### src/rtl/mem_stage_pkg.sv
// Shared encodings for the memory-access stage: access sizes, FSM states,
// writeback bundle layout and alignment helpers.
package mem_stage_pkg;

  localparam logic [1:0] SZ_BYTE = 2'd0;
  localparam logic [1:0] SZ_HALF = 2'd1;
  localparam logic [1:0] SZ_WORD = 2'd2;
  localparam logic [1:0] SZ_RSVD = 2'd3;

  // ALU opcode range that routes an instruction through the memory port
  localparam int unsigned MEM_OP_FIRST = 3;
  localparam int unsigned MEM_OP_LAST  = 11;

  typedef enum logic {
    ST_IDLE = 1'b0,
    ST_BUSY = 1'b1
  } state_e;

  typedef struct packed {
    logic        we;
    logic [4:0]  rd;
    logic [31:0] data;
    logic        mis;
  } wb_t;

  function automatic logic [1:0] norm_size(input logic [1:0] s);
    return (s == SZ_RSVD) ? SZ_WORD : s;
  endfunction

  function automatic logic is_misaligned(input logic [1:0] s, input logic [1:0] a);
    logic r;
    case (s)
      SZ_HALF: r = a[0];
      SZ_WORD: r = (a != 2'b00);
      default: r = 1'b0;
    endcase
    return r;
  endfunction

endpackage

### src/rtl/mem_stage_load_align.sv
// Little-endian lane select of a read word with sign or zero extension.
module load_align
  import mem_stage_pkg::*;
(
  input  logic [31:0] rdata_i,
  input  logic [1:0]  addr_lo_i,
  input  logic [1:0]  size_i,
  input  logic        sgn_i,
  output logic [31:0] data_o
);

  logic [7:0]  byte_v;
  logic [15:0] half_v;

  always_comb begin
    case (addr_lo_i)
      2'd0:    byte_v = rdata_i[7:0];
      2'd1:    byte_v = rdata_i[15:8];
      2'd2:    byte_v = rdata_i[23:16];
      default: byte_v = rdata_i[31:24];
    endcase
    half_v = addr_lo_i[1] ? rdata_i[31:16] : rdata_i[15:0];
    case (size_i)
      SZ_BYTE: data_o = {{24{sgn_i & byte_v[7]}}, byte_v};
      SZ_HALF: data_o = {{16{sgn_i & half_v[15]}}, half_v};
      default: data_o = rdata_i;
    endcase
  end

endmodule

### src/rtl/mem_stage.sv
// Memory-access pipeline stage: single-outstanding req/ack data port,
// registered writeback bundle, upstream stall while an access is pending.
module mem_stage
  import mem_stage_pkg::*;
(
  input  logic        clk,
  input  logic        rst,
  input  logic        in_bubble,
  input  logic        in_is_load,
  input  logic        in_is_store,
  input  logic [1:0]  in_size,
  input  logic        in_signed,
  input  logic [31:0] in_result,
  input  logic [31:0] in_store_data,
  input  logic        in_wb_en,
  input  logic [4:0]  in_rd,
  output logic        stall,
  output logic        mem_req,
  output logic        mem_we,
  output logic [31:0] mem_addr,
  output logic [3:0]  mem_be,
  output logic [31:0] mem_wdata,
  input  logic        mem_ack,
  input  logic [31:0] mem_rdata,
  output logic        wb_valid,
  output logic        wb_we,
  output logic [4:0]  wb_rd,
  output logic [31:0] wb_data,
  output logic        wb_misaligned
);

  state_e      state_q, state_d;
  logic [31:0] addr_q, addr_d, sd_q, sd_d;
  logic [1:0]  size_q, size_d;
  logic        sgn_q, sgn_d, store_q, store_d, wb_en_q, wb_en_d;
  logic [4:0]  rd_q, rd_d;
  wb_t         wb_q, wb_d, pend_q, pend_d;
  logic        wb_valid_q, wb_valid_d, pend_vld_q, pend_vld_d;

  logic        busy, accept, is_mem, mis, complete, new_imm;
  logic [1:0]  in_size_n;
  logic [31:0] load_val;
  wb_t         done_wb, new_wb, first_wb;

  assign busy      = (state_q == ST_BUSY);
  assign stall     = busy && !mem_ack;
  assign accept    = !in_bubble && !stall;
  assign is_mem    = in_is_load || in_is_store;
  assign in_size_n = norm_size(in_size);
  assign mis       = is_mem && is_misaligned(in_size_n, in_result[1:0]);
  assign complete  = busy && mem_ack;
  assign new_imm   = accept && (!is_mem || mis);

  load_align u_load_align (
    .rdata_i   (mem_rdata),
    .addr_lo_i (addr_q[1:0]),
    .size_i    (size_q),
    .sgn_i     (sgn_q),
    .data_o    (load_val)
  );

  assign done_wb = '{we:   !store_q && wb_en_q && (rd_q != 5'd0),
                     rd:   rd_q,
                     data: store_q ? 32'd0 : load_val,
                     mis:  1'b0};
  assign new_wb  = '{we:   !mis && in_wb_en && (in_rd != 5'd0),
                     rd:   in_rd,
                     data: in_result,
                     mis:  mis};
  assign first_wb = pend_vld_q ? pend_q : done_wb;

  // An immediate result accepted on the same edge as a memory completion is
  // parked one cycle in pend_q so writebacks stay in order, one per cycle.
  always_comb begin
    state_d    = state_q;
    addr_d     = addr_q;
    sd_d       = sd_q;
    size_d     = size_q;
    sgn_d      = sgn_q;
    store_d    = store_q;
    wb_en_d    = wb_en_q;
    rd_d       = rd_q;
    wb_d       = wb_q;
    wb_valid_d = 1'b0;
    pend_d     = pend_q;
    pend_vld_d = 1'b0;

    if (complete) state_d = ST_IDLE;

    if (accept && is_mem && !mis) begin
      state_d = ST_BUSY;
      addr_d  = in_result;
      sd_d    = in_store_data;
      size_d  = in_size_n;
      sgn_d   = in_signed;
      store_d = in_is_store;
      wb_en_d = in_wb_en;
      rd_d    = in_rd;
    end

    if (pend_vld_q || complete) begin
      wb_d       = first_wb;
      wb_valid_d = 1'b1;
      if (new_imm) begin
        pend_d     = new_wb;
        pend_vld_d = 1'b1;
      end
    end else if (new_imm) begin
      wb_d       = new_wb;
      wb_valid_d = 1'b1;
    end
  end

  always_ff @(posedge clk) begin
    if (rst) begin
      state_q    <= ST_IDLE;
      addr_q     <= '0;
      sd_q       <= '0;
      size_q     <= SZ_BYTE;
      sgn_q      <= 1'b0;
      store_q    <= 1'b0;
      wb_en_q    <= 1'b0;
      rd_q       <= '0;
      wb_q       <= '0;
      wb_valid_q <= 1'b0;
      pend_q     <= '0;
      pend_vld_q <= 1'b0;
    end else begin
      state_q    <= state_d;
      addr_q     <= addr_d;
      sd_q       <= sd_d;
      size_q     <= size_d;
      sgn_q      <= sgn_d;
      store_q    <= store_d;
      wb_en_q    <= wb_en_d;
      rd_q       <= rd_d;
      wb_q       <= wb_d;
      wb_valid_q <= wb_valid_d;
      pend_q     <= pend_d;
      pend_vld_q <= pend_vld_d;
    end
  end

  always_comb begin
    case (size_q)
      SZ_BYTE: begin
        mem_be    = 4'b0001 << addr_q[1:0];
        mem_wdata = {4{sd_q[7:0]}};
      end
      SZ_HALF: begin
        mem_be    = 4'b0011 << {addr_q[1], 1'b0};
        mem_wdata = {2{sd_q[15:0]}};
      end
      default: begin
        mem_be    = 4'b1111;
        mem_wdata = sd_q;
      end
    endcase
    if (!busy) begin
      mem_be    = 4'b0000;
      mem_wdata = '0;
    end
  end

  assign mem_req  = busy;
  assign mem_we   = busy && store_q;
  assign mem_addr = busy ? {addr_q[31:2], 2'b00} : 32'd0;

  assign wb_valid      = wb_valid_q;
  assign wb_we         = wb_q.we;
  assign wb_rd         = wb_q.rd;
  assign wb_data       = wb_q.data;
  assign wb_misaligned = wb_q.mis;

endmodule
### config.mk
export PLATFORM = sky130hd
export DESIGN_NAME = mem_stage
export DESIGN_NICKNAME = d
export VERILOG_FILES = /design/src/rtl/mem_stage_pkg.sv /design/src/rtl/mem_stage_load_align.sv /design/src/rtl/mem_stage.sv
export SDC_FILE = /design/constraint.sdc
export NUM_CORES = 1
export LEC_CHECK = 0
export ABC_CLOCK_PERIOD_IN_PS = 1950
export BUFFER_PORTS_ARGS = -buffer_cell sky130_fd_sc_hd__buf_2
export CORE_MARGIN = 4
export CORE_UTILIZATION = 35
export CTS_CLUSTER_SIZE = 25
export DETAILED_ROUTE_END_ITERATION = 8
export PLACE_DENSITY = 0.58
export SLEW_MARGIN = 10
export SYNTH_ARGS = -nofsm -noshare
export SYNTH_HDL_FRONTEND = slang
export SYNTH_HIERARCHICAL = 1
export SYNTH_SLANG_ARGS = --single-unit
### constraint.sdc
create_clock -name clk -period 1.95 [get_ports clk]
set_input_delay 0.585 -clock clk [delete_from_list [all_inputs] [get_ports clk]]
set_output_delay 0.585 -clock clk [all_outputs]
set_load 0.05 [all_outputs]
==> results.txt <==
Tcrit/Tclk final -> 115%
P&R area growth vs syn -> 52.2%
Tightest Pin Transition -> 0.536 ns
Starting Density -> 35.5%
vias in the first global route -> 8588
PnR worst setup slack -> -0.298 ns
Clk Latency, worst-skew pair -> 0.43 ns
Max stage delay cell, worst path -> dfxtp_4
sw frac -> 33.0%
CP Class -> reg2out
synth top area cells -> dfxtp_1 (37%), o21ai_0 (9.8%), a21oi_1 (9.3%)
final cell count without fillers -> 1594
layout cells sized above 1 -> 44.5%
RR Startpoint -> size_q[0]
Syn Area/Cell -> 8.07 um^2
vias -> 9146
first-pass GRT wire length -> 49.0 mm
power per cell area -> 699 nW/um^2
Place WS -> -0.147 ns
endpoint class of the critical path -> output port
number of I/O pins -> 222
Nets -> 1364
endpoints failing setup -> 61
Seq pwr share -> 39.2%
synth warn -> 6
status -> finished, violations left
Worst R2R Setup Slack -> -0.01 ns
combinational cell fraction of total power -> 24.5%
share of the synthesized area in the top cell type -> 37.3%
Slew Limit Fails -> 0
largest net degree at the start of global routing -> 56
Avg WL per Cell -> 20.7 um
clk root buf -> clkbuf_16
WP data required -> 1.36 ns
Syn Inst Count -> 1029
router iterations before antenna repair -> 5
hpwl dp -> 21.0 mm
Antenna Nets Post-Route -> 0
failing checks -> negative setup slack
Max clock buf depth -> 2
cells along the critical path -> buf_12 -> mux2i_4 -> o21ai_1 -> and2_4 -> buf_8
initial antenna violation count -> 9
TritonCTS clock tree -> yes
R2R cell count -> 9
CTS HTree Levels -> 4
post-placement cell count -> 1525
routability cong. -> 0.879
post-synthesis sequential area ratio -> 37.3%
hold buffers post-CTS -> 0
Max Clk Rate -> 0.445 GHz
cell taking the most area after synthesis -> dfxtp_1
hold endpoint -> sd_q[1]
CP top delay family -> flip-flops
Die W -> 162 um
commonest non-fill, non-tap cells in the layout -> o21ai_0 (152), buf_2 (149), dfxtp_1 (147)
RR Endpoint -> wb_data[28]
Final Hold Viols -> 0
Crit path buffers/inverters -> 2
internal power -> 0.00592 W
DRT iter0 DRCs -> 715
Worst Setup SP -> size_q[0]
HP Class -> in2reg
Overall Global Routing Usage -> 23.2%
crit path time final -> 2.25 ns
Slew headroom -> 64.2%
switching pwr -> 0.00292 W
RSZ-0062 raised after global routing -> yes
CP startpoint kind -> flip-flop
FF+latch count, synth -> 155
number of max-cap violations -> 0
total CTS buffers -> 17
Post-Route WL -> 33.1 mm
hold path startpoint -> in_store_data[1]
Hold Path Depth -> 3
# clock sinks -> 155
Layout Skew -> 0.0128 ns
Die ar. -> 26300 um^2
leakage power total -> 4.56 nW
Die H -> 162 um
drt via density -> 5.74
clock power share -> 36.2%
Port Buf Inserts -> 219
Post-Syn Area -> 8310 um^2
Remaining DRCs -> 0
CP Data Arrival Time -> 1.66 ns
most common cell after layout, fill and taps aside -> o21ai_0
total grt overflow -> 0
post-synth cell types -> 48
Peak VDD IR -> 551 uV
Critical Path Fanout Max -> 6
row count -> 56
number of cells on the critical path -> 5
Crit path largest cell delay -> 0.43 ns
Clk pin slew, worst setup/hold paths -> 0.06 ns
Core ar. -> 23400 um^2
-- sequential cells by signal, summed over array words and instances, names as in the netlist --
signal,cells
pend_q,39
mem_req,1
wb_data,32
size_q,2
wb_rd,5
wb_en_q,1
wb_valid,1
store_q,1
sd_q,32
addr_q,32
wb_we,1
rd_q,5
wb_misaligned,1
pend_vld_q,1
sgn_q,1
-- worst min-delay path: stages --
cell and delay (ns):
buf_2 0.10, nand3_1 0.05, a21oi_1 0.05
-- worst max path at each step --
stage | slack [ns] | endpoint
2_1_floorplan | 0.02 | wb_data[10]
3_3_place_gp | -0.12 | wb_data[8]
3_5_place_dp | -0.15 | wb_data[8]
4_1_cts | -0.29 | mem_wdata[25]
5_1_grt | -0.35 | mem_wdata[28]
6_report | -0.30 | mem_wdata[26]
-- metrics by stage --
| step | setup TNS, ns | instance area (um^2) | total power (W) | utilization [%] | hold WS (ns) |
|---|---|---|---|---|---|
| 2_1_floorplan | 0 | 8500 | 0.00467 | - | 0.449 |
| 3_3_place_gp | -5.87 | 10300 | 0.00536 | 44.1 | 0.452 |
| 3_5_place_dp | -7.80 | 10300 | 0.00537 | 44.1 | 0.455 |
| 4_1_cts | -5.80 | 11800 | 0.00869 | 50.4 | 0.393 |
| 5_1_grt | -10.23 | 12600 | 0.00916 | 54.0 | 0.400 |
| 6_report | -6.74 | 12600 | 0.00884 | 54.0 | 0.403 |
-- cell usage after synthesis, drive strengths merged --
cell type,instances
a211oi,10
a21boi,8
a21o,1
a21oi,155
a221oi,32
a22oi,41
a311oi,2
a31oi,1
a32oi,2
and2,48
buf,33
clkbuf,87
clkinv,1
conb,1
dfxtp,155
inv,4
mux2,2
mux2i,31
nand2,51
nand2b,3
nand3,111
nand4b,1
nor2,10
nor2b,24
nor3,8
o211ai,17
o21a,3
o21ai,164
o21ba,1
o221ai,8
o22a,7
o311ai,1
or2,1
or3,2
or3b,1
or4,2
-- power by group through the flow --
stage | Sequential, W | Clock, W | Combinational, W
finish | 0.00347 | 0.00320 | 0.00217
CTS | 0.00345 | 0.00325 | 0.00199
floorplan | 0.00377 | 0 | 0.000900
global route | 0.00348 | 0.00338 | 0.00230
detailed placement | 0.00351 | 0 | 0.00186
global placement | 0.00352 | 0 | 0.00184
-- final cells by class --
type | instances | area, um^2
multi-input combinational | 750 | 5510
sequential | 155 | 3120
fill | 2202 | 10800
antenna | 9 | 22.5
clock inverter | 11 | 83.8
inverter | 5 | 21.3
timing repair buffer | 324 | 3010
tap | 319 | 399
clock buffer | 21 | 480
-- metal layers --
metal | vias to the layer above | routed length [um] | GRT usage (%)
met5 | - | 0 | 0
met4 | 0 | 1100 | 9.19
met3 | 64 | 2140 | 4.19
met2 | 393 | 15600 | 37.2
met1 | 4437 | 14200 | 31.1
li1 | 4252 | - | -
-- what timing repair did --
| item | CTS | global route |
|---|---|---|
| buffers inserted | 8 | 10 |
| gates resized for setup | 205 | 168 |
| cloned | 6 | 5 |
| pin swaps | 24 | 33 |
| endpoints found under the setup margin | 67 | 99 |
-- cells by family (layout without fill, tap and decap cells) --
| family | after synthesis | count (layout) | share of synthesized area (%) |
|---|---|---|---|
| AOI/OAI and AO/OA | 453 | 453 | 35.6 |
| and+or+nand+nor | 262 | 262 | 16.3 |
| DFF | 155 | 155 | 37.3 |
| buffers and inverters | 125 | 361 | 6.70 |
| muxes | 33 | 33 | 4.01 |
| other | 1 | 11 | 0.0451 |
No activity file was read; power rests on OpenSTA's default activity.
